==> config.mk <==
export PLATFORM = sky130hd
export DESIGN_NAME = divider
export DESIGN_NICKNAME = d
export VERILOG_FILES = /design/src/rtl/divider_pkg.sv /design/src/rtl/divider_div_step.sv /design/src/rtl/divider.sv
export SDC_FILE = /design/constraint.sdc
export NUM_CORES = 1
export LEC_CHECK = 0
export CAP_MARGIN = 20
export CORE_MARGIN = 2
export CORE_UTILIZATION = 32
export DETAILED_ROUTE_END_ITERATION = 8
export SLEW_MARGIN = 20
export SYNTH_ARGS = -nofsm -noshare
export SYNTH_HDL_FRONTEND = slang
export SYNTH_SLANG_ARGS = --single-unit
export TNS_END_PERCENT = 1
==> constraint.sdc <==
create_clock -name clk -period 7.5 [get_ports clk]
set_clock_uncertainty 0.05 [all_clocks]
set_input_delay 1.5 -clock clk [delete_from_list [all_inputs] [get_ports clk]]
set_output_delay 1.5 -clock clk [all_outputs]
set_load 0.005 [all_outputs]
==> src/rtl/divider_pkg.sv <==
// rtl/divider_pkg.sv - shared width, iteration count and FSM state encoding for the divider
package divider_pkg;

   localparam int WIDTH = 32;
   localparam int ITER  = WIDTH;
   localparam int CW    = $clog2(ITER);

   typedef enum logic [1:0] {
      IDLE = 2'd0,
      RUN  = 2'd1,
      FIX  = 2'd2,
      DONE = 2'd3
   } state_t;

endpackage

==> src/rtl/divider_div_step.sv <==
// rtl/divider_div_step.sv - one combinational restoring-division step on unsigned magnitudes
module div_step
   import divider_pkg::*;
(
   input  logic [WIDTH-1:0] rem,
   input  logic [WIDTH-1:0] quo,
   input  logic [WIDTH-1:0] divisor,
   output logic [WIDTH-1:0] rem_next,
   output logic [WIDTH-1:0] quo_next
);

   logic [WIDTH:0] rem_sh;
   logic [WIDTH:0] diff;

   // rem < divisor always holds, so the shifted value stays below 2*divisor and the
   // borrow out of the 33-bit subtraction is exactly the "rem_sh < divisor" test.
   always_comb begin
      rem_sh   = {rem, quo[WIDTH-1]};
      diff     = rem_sh - {1'b0, divisor};
      rem_next = rem_sh[WIDTH-1:0];
      quo_next = {quo[WIDTH-2:0], 1'b0};
      if (!diff[WIDTH]) begin
         rem_next    = diff[WIDTH-1:0];
         quo_next[0] = 1'b1;
      end
   end

endmodule

==> src/rtl/divider.sv <==
// rtl/divider.sv - multi-cycle signed divider writing LO=quotient, HI=remainder with a done pulse
module divider
   import divider_pkg::*;
(
   input  logic             clk,
   input  logic             DivReset,
   input  logic             DivCtrl,
   input  logic [WIDTH-1:0] divA,
   input  logic [WIDTH-1:0] divB,
   output logic [WIDTH-1:0] HI,
   output logic [WIDTH-1:0] LO,
   output logic             DivOUT,
   output logic             DivZero
);

   state_t           state_q, state_d;
   logic [CW-1:0]    count_q, count_d;
   logic [WIDTH-1:0] rem_q, rem_d;
   logic [WIDTH-1:0] quo_q, quo_d;
   logic [WIDTH-1:0] dvs_q, dvs_d;
   logic [WIDTH-1:0] hi_q, hi_d;
   logic [WIDTH-1:0] lo_q, lo_d;
   logic             sa_q, sa_d;
   logic             sb_q, sb_d;
   logic             done_q, done_d;
   logic             zero_q, zero_d;
   logic             zpend_q, zpend_d;
   logic [WIDTH-1:0] step_rem;
   logic [WIDTH-1:0] step_quo;

   div_step u_step (
      .rem      (rem_q),
      .quo      (quo_q),
      .divisor  (dvs_q),
      .rem_next (step_rem),
      .quo_next (step_quo)
   );

   always_comb begin
      state_d = state_q;
      count_d = count_q;
      rem_d   = rem_q;
      quo_d   = quo_q;
      dvs_d   = dvs_q;
      hi_d    = hi_q;
      lo_d    = lo_q;
      sa_d    = sa_q;
      sb_d    = sb_q;
      done_d  = done_q;
      zero_d  = zero_q;
      zpend_d = zpend_q;
      case (state_q)
         IDLE: begin
            if (DivCtrl) begin
               sa_d    = divA[WIDTH-1];
               sb_d    = divB[WIDTH-1];
               quo_d   = divA[WIDTH-1] ? -divA : divA;
               dvs_d   = divB[WIDTH-1] ? -divB : divB;
               rem_d   = '0;
               count_d = '0;
               if (divB == '0) begin
                  zpend_d = 1'b1;
                  state_d = DONE;
               end else begin
                  state_d = RUN;
               end
            end
         end
         RUN: begin
            rem_d   = step_rem;
            quo_d   = step_quo;
            count_d = count_q + CW'(1);
            if (count_q == CW'(ITER - 1)) state_d = FIX;
         end
         FIX: begin
            lo_d    = (sa_q ^ sb_q) ? -quo_q : quo_q;
            hi_d    = sa_q ? -rem_q : rem_q;
            done_d  = 1'b1;
            state_d = DONE;
         end
         DONE: begin
            // A zero divisor lingers one extra cycle here to raise its flags.
            if (zpend_q) begin
               done_d  = 1'b1;
               zero_d  = 1'b1;
               zpend_d = 1'b0;
            end else begin
               done_d  = 1'b0;
               zero_d  = 1'b0;
               state_d = IDLE;
            end
         end
         default: state_d = IDLE;
      endcase
   end

   always_ff @(posedge clk) begin
      if (DivReset) begin
         state_q <= IDLE;
         count_q <= '0;
         rem_q   <= '0;
         quo_q   <= '0;
         dvs_q   <= '0;
         hi_q    <= '0;
         lo_q    <= '0;
         sa_q    <= 1'b0;
         sb_q    <= 1'b0;
         done_q  <= 1'b0;
         zero_q  <= 1'b0;
         zpend_q <= 1'b0;
      end else begin
         state_q <= state_d;
         count_q <= count_d;
         rem_q   <= rem_d;
         quo_q   <= quo_d;
         dvs_q   <= dvs_d;
         hi_q    <= hi_d;
         lo_q    <= lo_d;
         sa_q    <= sa_d;
         sb_q    <= sb_d;
         done_q  <= done_d;
         zero_q  <= zero_d;
         zpend_q <= zpend_d;
      end
   end

   assign HI      = hi_q;
   assign LO      = lo_q;
   assign DivOUT  = done_q;
   assign DivZero = zero_q;

endmodule

==> metrics.yaml, run 1 <==
cts:
  tritoncts: "yes"
  cts_buffer_depth: 2
  root_buffer: "clkbuf_16"
  clk_latency_ns: 0.44
  clkSinkCount: 172
  ctsHtreeMaxLevel: 4
  clk_pin_slew_worst_paths_ns: 0.07
  post_cts_buffers: 0
  hold_buffers: 0
  cts_buffers: 17
  cts_resized: 0
floorplanning:
  io_pins: 133
  core_area_sq_um: 32700
  die_x_microns: 187
  die_h_microns: 187
  rows: 66
  start_util: 0.327
  die_area_sq_um: 34900
layout:
  final_layout_size_suffix_gt1_frac: 0.0503
  syn_to_final_growth_pct: 20.8
  layout.nets: 1549
place:
  place.gp.congestion: 0.840
  dp_hpwl_mm: 21.8
  io_buffers: 132
critical_path:
  crit_chain: "clkdlybuf4s50_1, inv_1, ha_1, or4b_1, nand2b_1, nor4_1, nand3_1, or2_2, nor3b_2, a21boi_0, o21ai_0, a21oi_1"
  cp_top_family: "simple AND/OR/NAND/NOR gates"
  r2r-end: "rem_q[10]"
  required_ns: 7.76
  r2r_start: "rem_q[0]"
  cp_slowest_cell: "or4b_1"
  path_max_fanout: 5
  reg2reg_depth: 13
  cpPeakStageDelay_ns: 0.48
  path_class: "input port to flip-flop"
  cp-end-kind: "flip-flop"
  r2r_setup_slack_ns: 3.48
  crit_arrival_ns: 4.50
  cp-start-kind: "input port"
  critical_path_buf_inv_count: 2
synth:
  yosysWarningCount: 0
  synth_cell_types: 62
  synth_largest_area_cell: "dfxtp_1"
  synth-xor-area-share: 0.116
  synth-edff-count: 0
  syn_nets: 1471
  synth_ff_type: "dfxtp_1"
  ys_seq_area_frac: 0.322
  yosys-mux-area-fraction: 0.0253
  syn_inst: 1361
  synth_top_family_by_area: "compound AO/OA/AOI/OAI gates"
  synth_adder_area_share: 0.0510
  synthArstFlopShare: 0
  syn_area_sq_um: 10700
  synth.top_cell.area_share: 0.322
  synth_simple_gate_area_frac: 0.196
  synth-seq-cells: 172
  synth.area.top_cells: "dfxtp_1 32%, xor2_1 8.8%, a211oi_1 6.7%"
  synth-compound-area-share: 0.242
  post_synth.cell_area_avg_sq_um: 7.86
min_path:
  hold_depth: 2
  hp-class: "flip-flop to flip-flop"
  hp-start: "HI[29]"
  min_to: "HI[29]"
grt:
  grtUsageTotal: 0.164
  grt_pass1_vias: 8970
  antenna_found_initial: 5
  gr-total-overflow: 0
  grt_max_degree: 86
  grt_pass1_wl_mm: 47.3
routing:
  routed_wirelength_mm: 29.0
  vias_per_cell: 5.09
  vias: 9654
  drtIter0Drc: 707
  routedWlPerCell_microns: 15.3
  drcViolationCount: 0
  final_antenna_net_count: 0
  drt_first_pass_iters: 5
timing:
  worstMarginPinSlew_ns: 1.01
  layout_min_cycle_time_ns: 4.25
  fmax_mhz: 235
  period_share: 0.566
  hold_viol_final: 0
  setup_viol: 0
  slew_headroom: 0.323
  slew_viol_final: 0
  grt_setup_unrepaired: "no"
  tns_ns: 0
outcome:
  status: "complete, no violations"
flow_run:
  maxCapViolations: 0
pwr:
  p_per_area_nw_per_um2: 319
  power.leakage_nw: 4.78
  ir_worst_vdd_uv: 186
  finalPower_mw: 4.13
[sequential cells by signal, indices dropped and copies added, names as in the netlist, 2 cells and up]
register / flops
state_q: 2
count_q: 5
HI: 32
quo_q: 32
dvs_q: 32
LO: 32
rem_q: 32
[layout make-up]
type	instances	area [sq um]
Clock buffer	19	443
Multi-Input combinational cell	1056	6790
Antenna cell	2	5.00
Fill cell	3373	19800
Tap cell	442	553
Clock inverter	13	108
Timing Repair Buffer	143	1400
Sequential cell	172	3440
Inverter	49	184
[stage by stage]
stage	hold slack (ns)	instance area, sq um	worst slack (ns)	cells	utilization
2_1_floorplan	0.386	10700	3.68	1361	-
3_3_place_gp	0.395	12400	2.81	1862	0.378
3_5_place_dp	0.404	12400	2.76	1862	0.378
4_1_cts	0.414	12900	3.23	1894	0.395
5_1_grt	0.433	12900	2.97	1895	0.395
6_report	0.411	12900	3.25	1896	0.395
[how the worst max path moves through the flow]
stage	depth (start not counted)	end	slack [ns]	from
after floorplan	11	zpend_q	3.68	divB[0]
after global placement	12	zpend_q	2.81	divB[0]
after detailed placement	12	zpend_q	2.76	divB[0]
after CTS	12	zpend_q	3.23	divB[0]
after global routing	12	zpend_q	2.97	divB[0]
final	12	zpend_q	3.25	divB[1]
[logic make-up (layout without fill, tap and decap cells)]
logic type / count (synthesis) / in the layout
compound gates: 399 / 399
flops: 172 / 172
fa+ha+maj: 43 / 43
other cells: 0 / 2
simple gates: 445 / 445
buf+inv: 133 / 224
xor+xnor: 142 / 142
mux: 27 / 27
[worst reg2reg max path, stage by stage (launching register included)]
cell and delay (ns):
dfxtp_1 0.52, inv_1 0.16, fa_1 0.45, nor2b_1 0.25, o31a_1 0.18, o311a_1 0.25
a21oi_1 0.16, o21ai_1 0.22, mux2i_1 0.21, buf_4 0.21, or2_1 0.52, buf_4 0.40
mux2i_1 0.25, o21ai_1 0.07
[report_power, final]
group	leakage [nW]	switching (mW)	internal, mW
clock network	0.252	0.397	0.439
logic	3.12	1.09	0.827
registers	1.41	0.222	1.15
total	4.78	1.71	2.42
[routing by layer]
layer  vias to the layer above  part of all wire  track usage
met5                         -            0.0012            0
met4                         6             0.015       0.0473
met3                        30             0.044       0.0332
met2                       206              0.40        0.232
met1                      4367              0.54        0.246
li1                       5045                 -            -
[cell usage in the layout, fill, tap and decap left out, drive strengths merged, types with 10 or more instances in the layout]
cell and instances:
buf 13, nand4 10, xor2 107, a21oi 72, nor2b 12, or2 11, dfxtp 172, or4 17
o41ai 18, a32oi 12, a211oi 96, xnor2 35, o31ai 29, nand2 158, mux2i 27, ha 42
nor4 11, or3 16, clkdlybuf4s50 130, nor3 21, inv 54, o21ai 114, a21o 12, clkbuf 19
nor2 139, nand3 19
[cell usage after synthesis (2+ instances only)]
cell type,n
dfxtp_1,172
nand2_1,158
nor2_1,139
xor2_1,107
a211oi_1,96
o21ai_0,78
clkbuf_1,73
a21oi_1,72
inv_1,49
ha_1,42
o21ai_1,36
xnor2_1,35
mux2i_1,27
o31ai_1,27
nor3_1,21
nand3_1,19
o41ai_1,18
or3_1,15
or4_1,14
a21o_1,12
a32oi_1,12
nor2b_1,12
nand4_1,10
or2_2,10
nor4_1,9
a31oi_1,8
nand2b_1,8
nand3b_1,8
o21a_1,8
a311oi_1,6
and3_1,6
buf_1,6
buf_2,4
a22oi_1,3
o21bai_1,3
o22ai_1,3
o31a_1,3
or4_4,3
a211o_1,2
and2_1,2
o211ai_1,2
o21ba_2,2
o31ai_2,2
(Power assumes the default switching activity.)
==> run 2, diff against run 1 <==
==> constraint.sdc (replaced) <==
create_clock -name clk -period 3.8 [get_ports clk]
set_clock_uncertainty 0.05 [all_clocks]
set_input_delay 0.76 -clock clk [delete_from_list [all_inputs] [get_ports clk]]
set_output_delay 0.76 -clock clk [all_outputs]
set_load 0.005 [all_outputs]
==> run 2 against run 1 <==
Effect of this change:
- critical path depth grew 1
- via count grew 0.99%
- utilization grew 0.77 points
- non-clock buffer count grew 28
- power grew 100%
- worst setup slack lost 2.9 ns
- sequential share of layout area shrank 0.51 points
- first-iteration DRC count shrank 3.8%
- die area is the same
- routed wire length grew 1.7%
- clock power grew 110%
- largest cell class unchanged
==> metrics.yaml, run 2 (synthesis results as in run 1) <==
outcome:
  status: "complete, no violations"  # unchanged
critical_path:
  r2r_start: "quo_q[31]"  # was rem_q[0]
  cpPeakStageDelay_ns: 0.40  # was 0.48 ns
  cp-start-kind: "flip-flop"  # was input port
  path_class: "flip-flop to flip-flop"  # was input port to flip-flop
  cp_top_family: "compound AO/OA/AOI/OAI gates"  # was simple AND/OR/NAND/NOR gates
  path_max_fanout: 30  # was 5
  critPathLaunch: "quo_q[31]"  # was divB[1]
  cp-end-kind: "flip-flop"  # unchanged
  crit_arrival_ns: 3.68  # was 4.50 ns
  crit_chain: "inv_1, ha_1, fa_1, nor2b_1, o31a_1, o311a_1, a21oi_1, o21ai_1, mux2i_1, or2_1, buf_12, mux2i_1, o21ai_1"  # was clkdlybuf4s50_1, inv_1, ha_1, or4b_1, nand2b_1, nor4_1, nand3_1, or2_2, nor3b_2, a21boi_0, o21ai_0, a21oi_1
  critical_path_buf_inv_count: 2  # unchanged
  required_ns: 4.06  # was 7.76 ns
  cp_slowest_cell: "fa_1"  # was or4b_1
routing:
  vias: 9750  # was 9,654
  routedWlPerCell_microns: 15.3  # about the same
  vias_per_cell: 5.07  # was 5.09
  drt_first_pass_iters: 5  # unchanged
  drcViolationCount: 0  # unchanged
  final_antenna_net_count: 0  # unchanged
  routed_wirelength_mm: 29.4  # was 29.0 mm
  drtIter0Drc: 680  # was 707
pwr:
  finalPower_mw: 8.32  # was 4.13 mW
  ir_worst_vdd_uv: 310  # was 186 uV
  power.leakage_nw: 4.96  # was 4.78 nW
  p_per_area_nw_per_um2: 632  # was 319 nW/um^2
cts:
  clk_latency_ns: 0.44  # about the same
  cts_buffer_depth: 2  # unchanged
  cts_resized: 0  # unchanged
  cts_buffers: 17  # unchanged
  hold_buffers: 0  # unchanged
  root_buffer: "clkbuf_16"  # unchanged
  clkSinkCount: 172  # unchanged
  post_cts_buffers: 0  # unchanged
  clk_pin_slew_worst_paths_ns: 0.07  # about the same
  tritoncts: "yes"  # unchanged
  ctsHtreeMaxLevel: 4  # unchanged
flow_run:
  maxCapViolations: 0  # unchanged
grt:
  antenna_found_initial: 2  # was 5
  grt_pass1_vias: 8925  # was 8,970
  grtUsageTotal: 0.167  # was 0.164
  grt_max_degree: 104  # was 86
  grt_pass1_wl_mm: 48.3  # was 47.3 mm
  gr-total-overflow: 0  # unchanged
floorplanning:
  core_area_sq_um: 32700  # unchanged
  rows: 66  # unchanged
  die_x_microns: 187  # unchanged
  die_area_sq_um: 34900  # unchanged
  start_util: 0.327  # unchanged
  die_h_microns: 187  # unchanged
  io_pins: 133  # unchanged
place:
  place.gp.congestion: 0.860  # was 0.840
  io_buffers: 132  # unchanged
  dp_hpwl_mm: 22.4  # was 21.8 mm
layout:
  fin_util: 0.403  # was 0.395
  num-fill-cells: 3393  # was 3,373
  syn_to_final_growth_pct: 23.1  # was 20.8%
  final_common_cell: "dfxtp_1"  # unchanged
  layout.nets: 1577  # was 1,549
  antennaDiodeCount: 0  # was 2
  final_cell_mix: "172 x dfxtp_1, 158 x nand2_1, 138 x nor2_1"  # unchanged
  final_layout_size_suffix_gt1_frac: 0.0682  # was 0.0503
timing:
  grt_setup_unrepaired: "no"  # unchanged
  fmax_mhz: 292
  layout_min_cycle_time_ns: 3.42
  worstMarginPinSlew_ns: 1.09  # was 1.01 ns
  tns_ns: 0  # unchanged
  slew_headroom: 0.276  # was 0.323
  period_share: 0.900
  hold_viol_final: 0  # unchanged
  slew_viol_final: 0  # unchanged
  setup_viol: 0  # unchanged
min_path:
  hp-class: "flip-flop to flip-flop"  # unchanged
  hp-start: "dvs_q[29]"  # was HI[29]
-- run 2: cell types whose count changed in the layout (fill, tap and decap cells not counted), sizes merged --
| cell | before | now |
|---|---|---|
| buf | 13 | 41 |
| bufinv | 0 | 2 |
| clkbuf | 19 | 20 |
| clkinv | 2 | 5 |
| clkinvlp | 6 | 2 |
| diode | 2 | 0 |
| inv | 54 | 52 |
-- run 2: stage by stage --
step	instance area (sq um)	std cells	hold slack, ns	setup slack (ns)
after floorplan	10700	1361	0.386	0.724
after global placement	12600	1890	0.393	0.0719
after detailed placement	12600	1890	0.402	0.0943
after CTS	13200	1922	0.412	0.306
after global routing	13200	1922	0.431	0.152
final	13200	1922	0.408	0.379
-- run 2: final cells by class --
cell class / instances / area [sq um] / share of cell area
timing repair buffer: 171 / 1620 / 0.123
sequential: 172 / 3440 / 0.261
clock buffer: 20 / 457 / 0.0347
inverter: 49 / 184 / 0.0140
tap: 442 / 553 / 0.0420
multi-input combinational: 1056 / 6780 / 0.515
clock inverter: 12 / 136 / 0.0104
-- run 2: worst paths after layout --
| path | end | slack (ns) | cells past startpoint |
|---|---|---|---|
| max | rem_q[13] | 0.38 | 13 |
| min | dvs_q[29] | 0.41 | 2 |
| max reg2reg | rem_q[13] | 0.38 | 13 |
| min reg2reg | dvs_q[29] | 0.41 | 2 |
-- run 2: worst reg2reg max path, cell delays in order (launching register included) --
cell     delay [ns]
dfxtp_1        0.35
inv_1          0.07
ha_1           0.26
fa_1           0.40
nor2b_1        0.24
o31a_1         0.19
o311a_1        0.26
a21oi_1        0.16
o21ai_1        0.26
mux2i_1        0.26
or2_1          0.25
buf_12         0.24
mux2i_1        0.23
o21ai_1        0.07
-- run 2: metal layers --
metal / vias to the layer above / wire length (microns) / share of wire / track usage
met2: 215 / 11500 / 0.39 / 0.230
met3: 24 / 1450 / 0.049 / 0.0373
li1: 5104 / - / - / -
met1: 4403 / 16100 / 0.55 / 0.258
met5: - / 23 / 0.00078 / 0
met4: 4 / 354 / 0.012 / 0.0418
-- run 2: where the power goes --
| group | internal, mW | total, mW | switching [mW] | leakage (nW) |
|---|---|---|---|---|
| Sequential | 2.28 | 2.71 | 0.436 | 1.41 |
| Combinational | 1.66 | 3.83 | 2.17 | 3.27 |
| Clock | 1.01 | 1.77 | 0.763 | 0.289 |
| Total | 4.95 | 8.32 | 3.37 | 4.96 |
==> run 3, diff against run 2 <==
==> constraint.sdc (replaced) <==
create_clock -name clk -period 3.8 [get_ports clk]
set_clock_uncertainty 0.05 [all_clocks]
set_input_delay 0.76 -clock clk [delete_from_list [all_inputs] [get_ports clk]]
set_output_delay 0.76 -clock clk [all_outputs]
set_load 0.01 [all_outputs]
==> results of run 3 <==
Same layout as run 2 (identical final DEF). Status: complete, no violations.
Main changes from that run: total power 8.32 mW -> 8.41 mW
